$ cat src/rtl/sram_bank_sim_pkg.sv
// Shared types and helpers for the behavioural SRAM bank: FSM states,
// read-latency limits and the per-byte even-parity function.
package sram_bank_sim_pkg;

  typedef enum logic {
    CLEAR = 1'b0,
    RUN   = 1'b1
  } state_t;

  localparam int RD_LAT_MIN = 1;
  localparam int RD_LAT_MAX = 4;

  // Even parity: the stored bit makes the total count of ones even.
  function automatic logic byte_parity(input logic [7:0] b);
    return ^b;
  endfunction

endpackage

$ cat src/rtl/sram_bank_sim_rd_pipe.sv
// Read-return pipeline: RD_LAT stages of valid/data/perr. An asynchronous
// reset flushes everything in flight. The last data stage holds between strobes.
module sram_bank_sim_rd_pipe
  import sram_bank_sim_pkg::*;
#(
  parameter int DATA_W = 32,
  parameter int RD_LAT = 1
) (
  input  logic              clk,
  input  logic              reset,
  input  logic              req_vld,
  input  logic [DATA_W-1:0] req_data,
  input  logic              req_perr,
  output logic              rd_valid,
  output logic [DATA_W-1:0] dataout,
  output logic              rd_perr
);

  localparam int LAT = (RD_LAT < RD_LAT_MIN) ? RD_LAT_MIN :
                       (RD_LAT > RD_LAT_MAX) ? RD_LAT_MAX : RD_LAT;

  logic [LAT-1:0]             vld_pipe;
  logic [LAT-1:0]             perr_pipe;
  logic [LAT-1:0][DATA_W-1:0] data_pipe;

  // Data stages advance only behind a valid, so the output stage keeps the last word.
  always_ff @(posedge clk or posedge reset) begin
    if (reset) begin
      vld_pipe  <= '0;
      perr_pipe <= '0;
      data_pipe <= '0;
    end else begin
      vld_pipe[0]  <= req_vld;
      perr_pipe[0] <= req_perr & req_vld;
      if (req_vld) data_pipe[0] <= req_data;
      for (int i = 1; i < LAT; i++) begin
        vld_pipe[i]  <= vld_pipe[i-1];
        perr_pipe[i] <= perr_pipe[i-1];
        if (vld_pipe[i-1]) data_pipe[i] <= data_pipe[i-1];
      end
    end
  end

  assign rd_valid = vld_pipe[LAT-1];
  assign dataout  = data_pipe[LAT-1];
  assign rd_perr  = perr_pipe[LAT-1] & vld_pipe[LAT-1];

endmodule

$ cat src/rtl/sram_bank_sim.sv
// Behavioural SRAM bank: byte-enable writes, read-first collisions, RD_LAT read
// latency and a zero-fill clear after reset. Optional SRAM_BANK_SIM_PARITY_EN.
module sram_bank_sim
  import sram_bank_sim_pkg::*;
#(
  parameter int DATA_W = 32,
  parameter int DEPTH  = 128,
  parameter int RD_LAT = 1,
  parameter int ADDR_W = $clog2(DEPTH)
) (
  input  logic                clk,
  input  logic                reset,
  input  logic [ADDR_W-1:0]   addr_sel,
  input  logic [DATA_W/8-1:0] byte_sel,
  input  logic                read_enable,
  input  logic                write_enable,
  input  logic [DATA_W-1:0]   datain,
  input  logic                err_inject,
  output logic                ready,
  output logic [DATA_W-1:0]   dataout,
  output logic                rd_valid,
  output logic                rd_perr
);

  localparam int NB = DATA_W / 8;

  state_t            state_q, state_d;
  logic [ADDR_W-1:0] clr_cnt_q;
  logic              ready_q;
  logic              rd_acc, wr_acc;

  logic [DATA_W-1:0] mem [DEPTH];

  logic              vld_p0;
  logic [DATA_W-1:0] data_p0;
  logic              perr_p0;

  // Control: FSM, clear counter and registered ready.
  always_ff @(posedge clk or posedge reset) begin
    if (reset) begin
      state_q   <= CLEAR;
      clr_cnt_q <= '0;
      ready_q   <= 1'b0;
    end else begin
      state_q <= state_d;
      ready_q <= (state_q == RUN);
      if (state_q == CLEAR) clr_cnt_q <= clr_cnt_q + ADDR_W'(1);
    end
  end

  always_comb begin
    state_d = state_q;
    case (state_q)
      CLEAR:   if (clr_cnt_q == ADDR_W'(DEPTH - 1)) state_d = RUN;
      RUN:     state_d = RUN;
      default: state_d = CLEAR;
    endcase
  end

  assign ready  = ready_q;
  assign rd_acc = ready_q & read_enable;
  assign wr_acc = ready_q & write_enable;

  // Stage p0: array access. Nonblocking update makes a same-cycle read see old data.
  always_ff @(posedge clk) begin
    if (state_q == CLEAR) begin
      mem[clr_cnt_q] <= '0;
    end else if (wr_acc) begin
      for (int i = 0; i < NB; i++)
        if (byte_sel[i]) mem[addr_sel][8*i +: 8] <= datain[8*i +: 8];
    end
    if (rd_acc) data_p0 <= mem[addr_sel];
  end

  always_ff @(posedge clk or posedge reset) begin
    if (reset) vld_p0 <= 1'b0;
    else       vld_p0 <= rd_acc;
  end

`ifdef SRAM_BANK_SIM_PARITY_EN
  logic [NB-1:0] par_mem [DEPTH];

  function automatic logic [NB-1:0] word_parity(input logic [DATA_W-1:0] w);
    logic [NB-1:0] p;
    for (int i = 0; i < NB; i++) p[i] = byte_parity(w[8*i +: 8]);
    return p;
  endfunction

  always_ff @(posedge clk) begin
    if (state_q == CLEAR) begin
      par_mem[clr_cnt_q] <= '0;
    end else if (wr_acc) begin
      for (int i = 0; i < NB; i++)
        if (byte_sel[i]) par_mem[addr_sel][i] <= byte_parity(datain[8*i +: 8]) ^ err_inject;
    end
    if (rd_acc) perr_p0 <= |(par_mem[addr_sel] ^ word_parity(mem[addr_sel]));
  end
`else
  logic unused_err_inject;
  assign unused_err_inject = err_inject;
  assign perr_p0 = 1'b0;
`endif

  // Stages p1..pRD_LAT: return pipeline.
  sram_bank_sim_rd_pipe #(
    .DATA_W (DATA_W),
    .RD_LAT (RD_LAT)
  ) u_rd_pipe (
    .clk      (clk),
    .reset    (reset),
    .req_vld  (vld_p0),
    .req_data (data_p0),
    .req_perr (perr_p0),
    .rd_valid (rd_valid),
    .dataout  (dataout),
    .rd_perr  (rd_perr)
  );

endmodule

$ cat config.mk
export PLATFORM = sky130hd
export DESIGN_NAME = sram_bank_sim
export DESIGN_NICKNAME = d
export VERILOG_FILES = /design/src/rtl/sram_bank_sim_pkg.sv /design/src/rtl/sram_bank_sim_rd_pipe.sv /design/src/rtl/sram_bank_sim.sv
export SDC_FILE = /design/constraint.sdc
export NUM_CORES = 2
export LEC_CHECK = 0
export CORE_AREA = 2 2 549 660
export CTS_BUF_LIST = sky130_fd_sc_hd__clkbuf_2 sky130_fd_sc_hd__clkbuf_4 sky130_fd_sc_hd__clkbuf_8
export DETAILED_ROUTE_END_ITERATION = 10
export DIE_AREA = 0 0 551 662
export PLACE_DENSITY_LB_ADDON = 0.25
export SKIP_CTS_REPAIR_TIMING = 1
export SYNTH_ARGS = -nofsm -noshare
export SYNTH_HDL_FRONTEND = slang
export SYNTH_SLANG_ARGS = --single-unit
$ cat constraint.sdc
create_clock -name clk -period 9.8 [get_ports clk]
set_input_delay 1.96 -clock clk [delete_from_list [all_inputs] [get_ports clk]]
set_output_delay 1.96 -clock clk [all_outputs]
set_load 0.03 [all_outputs]
==> summary.txt <==
io pins -> 83
slowest CP cell -> nor3_1
Residual DRC -> 0
DP Worst Slack -> 3.21 ns
Reg power frac -> 57.7%
Initial Util -> 44.9%
Syn Std Cell Area -> 0.161 sq mm
max incr delay on CP -> 0.91 ns
Post-layout nets -> 7186
footprint of the multi-input gates -> 0.0347 sq mm
RSZ-0062 raised after global routing -> no
worst r2r src -> state_q$_DFF_PP0_
largest cells by area after synthesis -> edfxtp_1 (77%), mux4_2 (19%), nor2_1 (1.1%)
Worst Setup EP -> mem[121][8]$_DFFE_PP_
fin crit share -> 56.6%
logic gate share of total power -> 1.9%
post-DR wirelength/cell -> 30.8 um
Sw Share -> 20.7%
worst skew pair latency -> 1.09 ns
Setup TNS -> 0 ns
maxcap violations -> 0
post-layout min period -> 5.55 ns
ys flop type -> edfxtp_1
HP Class -> reg -> reg
VDD IR max -> 0.121 mV
Crit path top cell by count -> buf_4
DP Cell Count -> 11200
Synth top area share -> 77.1%
Req. time, crit path -> 10.49 ns
pwr dens -> 186 mW/mm^2
final WL -> 381000 um
RD Place Congestion -> 0.801
clock tree from TritonCTS -> done
number of flops mapped to enable cells by yosys -> 4128
Clk pwr share -> 40.4%
GR Overflow Total -> 0
Critical Path Source Type -> primary input
vias in the first global route -> 76000
full die area -> 0.365 sq mm
Psw -> 6.91 mW
global-route wire length before repair -> 548000 um
antenna violations before repair -> 8
clock tree buffer depth -> 4
Yosys warnings -> 0
filler cell count -> 28100
FF-to-FF setup slack -> 5.39 ns
r2r worst-path depth -> 5
Int Pwr -> 26.5 mW
Mean Syn Cell Area -> 24.0 sq um
routed vias/inst -> 5.84
syn_nets -> 6737
clk sinks -> 4171
CP arrival -> 6.24 ns
die span in x -> 551 um
Core ar. -> 0.358 sq mm
Leak Pwr -> 43.5 nW
most frequent cells in the layout -> edfxtp_1 (4128), mux4_2 (1344), clkbuf_8 (644)
Reg area -> 0.125 sq mm
CTS Buf Count -> 624
share of cells above drive strength 1 -> 34.2%
Area growth syn-to-layout -> 11.7%
Layout Cells excl Fill -> 12400
Syn Inst Count -> 6688
DRT iter0 DRCs -> 7232
Site Rows -> 241
Slew Viols, Final -> 0
crit path max fanout -> 33
Slew Limit Headroom -> 8.47%
GRT Util Overall -> 20.9%
outcome -> complete, no violations
area leader, netlist -> edfxtp_1
clock skew -> 0.0657 ns
final setup margin -> 4.25 ns
H-Tree Depth -> 6
Hold Violations, Final -> 0
Final ANT Viol Nets -> 0
Root Buffer -> clkbuf_8
cells along the critical path -> clkdlybuf4s50_1 -> or4_1 -> buf_4 -> a2111oi_2 -> nor2_1 -> buf_4 -> nor3_1
worst-margin pin slew -> 1.36 ns
most common cell after layout, fill and taps aside -> edfxtp_1
Fmax -> 180 MHz
worst setup path start -> byte_sel[0]
crit path kind -> in -> reg
pin count of the biggest net entering global routing -> 159
sequential area share after synthesis -> 77.8%
r2r endpoint -> mem[121][8]$_DFFE_PP_
count of final setup violators -> 0
Die Span Y -> 662 um
CTS clk-pin slew, worst paths -> 0.06 ns
Final HPWL DP -> 224000 um
Pre-Repair DR Iteration Count -> 5
Via Count -> 72100
IO Port Bufs -> 80
Synth Register Bits -> 4171
Synth async-reset ratio -> 1.03%
crit end category -> register
Synth cell types -> 35
synthesized netlist by cell type (9+ instances only):
cell and number:
nand2_1 9, nor2_1 483, nor4_1 23, nor3_1 40, a31oi_1 12, mux4_2 1344, dfrtp_1 43, o21ai_0 20
and3_1 33, buf_2 95, o21ai_1 16, edfxtp_1 4128, mux2_2 65, buf_1 50, clkbuf_1 266
power groups by stage:
stage	clock, mW	sequential, mW	combinational (mW)
global route	14.5	19.3	0.672
CTS	13.7	19.3	0.652
global placement	0	19.7	0.649
detailed placement	0	19.7	0.651
finish	13.5	19.3	0.633
floorplan	0	19.7	0.468
sequential cells by signal, indices dropped and copies added (netlist names):
name,cells
u_rd_pipe.dataout,32
data_p0,32
mem,4096
vld_p0,1
state_q,1
u_rd_pipe.rd_valid,1
ready,1
clr_cnt_q,7
per-stage QoR:
step | hold slack, ns | power, mW | util, % | cell area, sq um
detailed placement | 0.463 | 20.3 | 46.9 | 168000
finish | 0.479 | 33.4 | 50.1 | 180000
CTS | 0.480 | 33.7 | 50.1 | 180000
global placement | 0.467 | 20.3 | 46.9 | 168000
global route | 0.501 | 34.4 | 50.1 | 180000
floorplan | 0.352 | 20.1 | - | 161000
logic make-up after synthesis:
family / Yosys count / share of synthesized area [%]
AO/OA/AOI/OAI: 61 / 0.233
other: 1 / 0.00233
buffers and inverters: 417 / 1.05
XOR/XNOR: 6 / 0.0327
adder cells (fa/ha/maj): 1 / 0.00778
flip-flops: 4171 / 77.8
AND/OR/NAND/NOR: 622 / 1.62
multiplexers: 1409 / 19.3
critical path, delay by kind of cell:
family | cells | cell delay, ns
AOI/OAI and AO/OA | 1 | 0.90
buffers and inverters | 3 | 1.20
and+or+nand+nor | 3 | 2.12
routing by layer:
layer	track usage [%]	wire, um
met5	0	0
met4	7.86	14300
met3	3.22	23100
met2	35.8	197000
met1	27.0	146000
worst min-delay path by stage:
stage / startpoint / endpoint / slack [ns] / cells after the start
after global routing: data_p0[23]$_DFFE_PP_ / u_rd_pipe.dataout[23]$_DFFE_PP0P_ / 0.50 / 1
after CTS: data_p0[0]$_DFFE_PP_ / u_rd_pipe.dataout[0]$_DFFE_PP0P_ / 0.48 / 1
after global placement: data_p0[0]$_DFFE_PP_ / u_rd_pipe.dataout[0]$_DFFE_PP0P_ / 0.47 / 1
after floorplan: vld_p0$_DFF_PP0_ / u_rd_pipe.rd_valid$_DFF_PP0_ / 0.35 / 0
after detailed placement: data_p0[22]$_DFFE_PP_ / u_rd_pipe.dataout[22]$_DFFE_PP0P_ / 0.46 / 1
final: data_p0[0]$_DFFE_PP_ / u_rd_pipe.dataout[0]$_DFFE_PP0P_ / 0.48 / 1
final cells by class:
type / instances / share of cell area (%)
Antenna cell: 8 / 0.0111
Clock buffer: 820 / 5.67
Timing Repair Buffer: 236 / 1.23
Tap cell: 4738 / 3.30
Multi-Input combinational cell: 2100 / 19.3
Sequential cell: 4171 / 69.6
Clock inverter: 283 / 0.829
Inverter: 4 / 0.00836
Note: power is estimated with default switching activity, not from simulation.
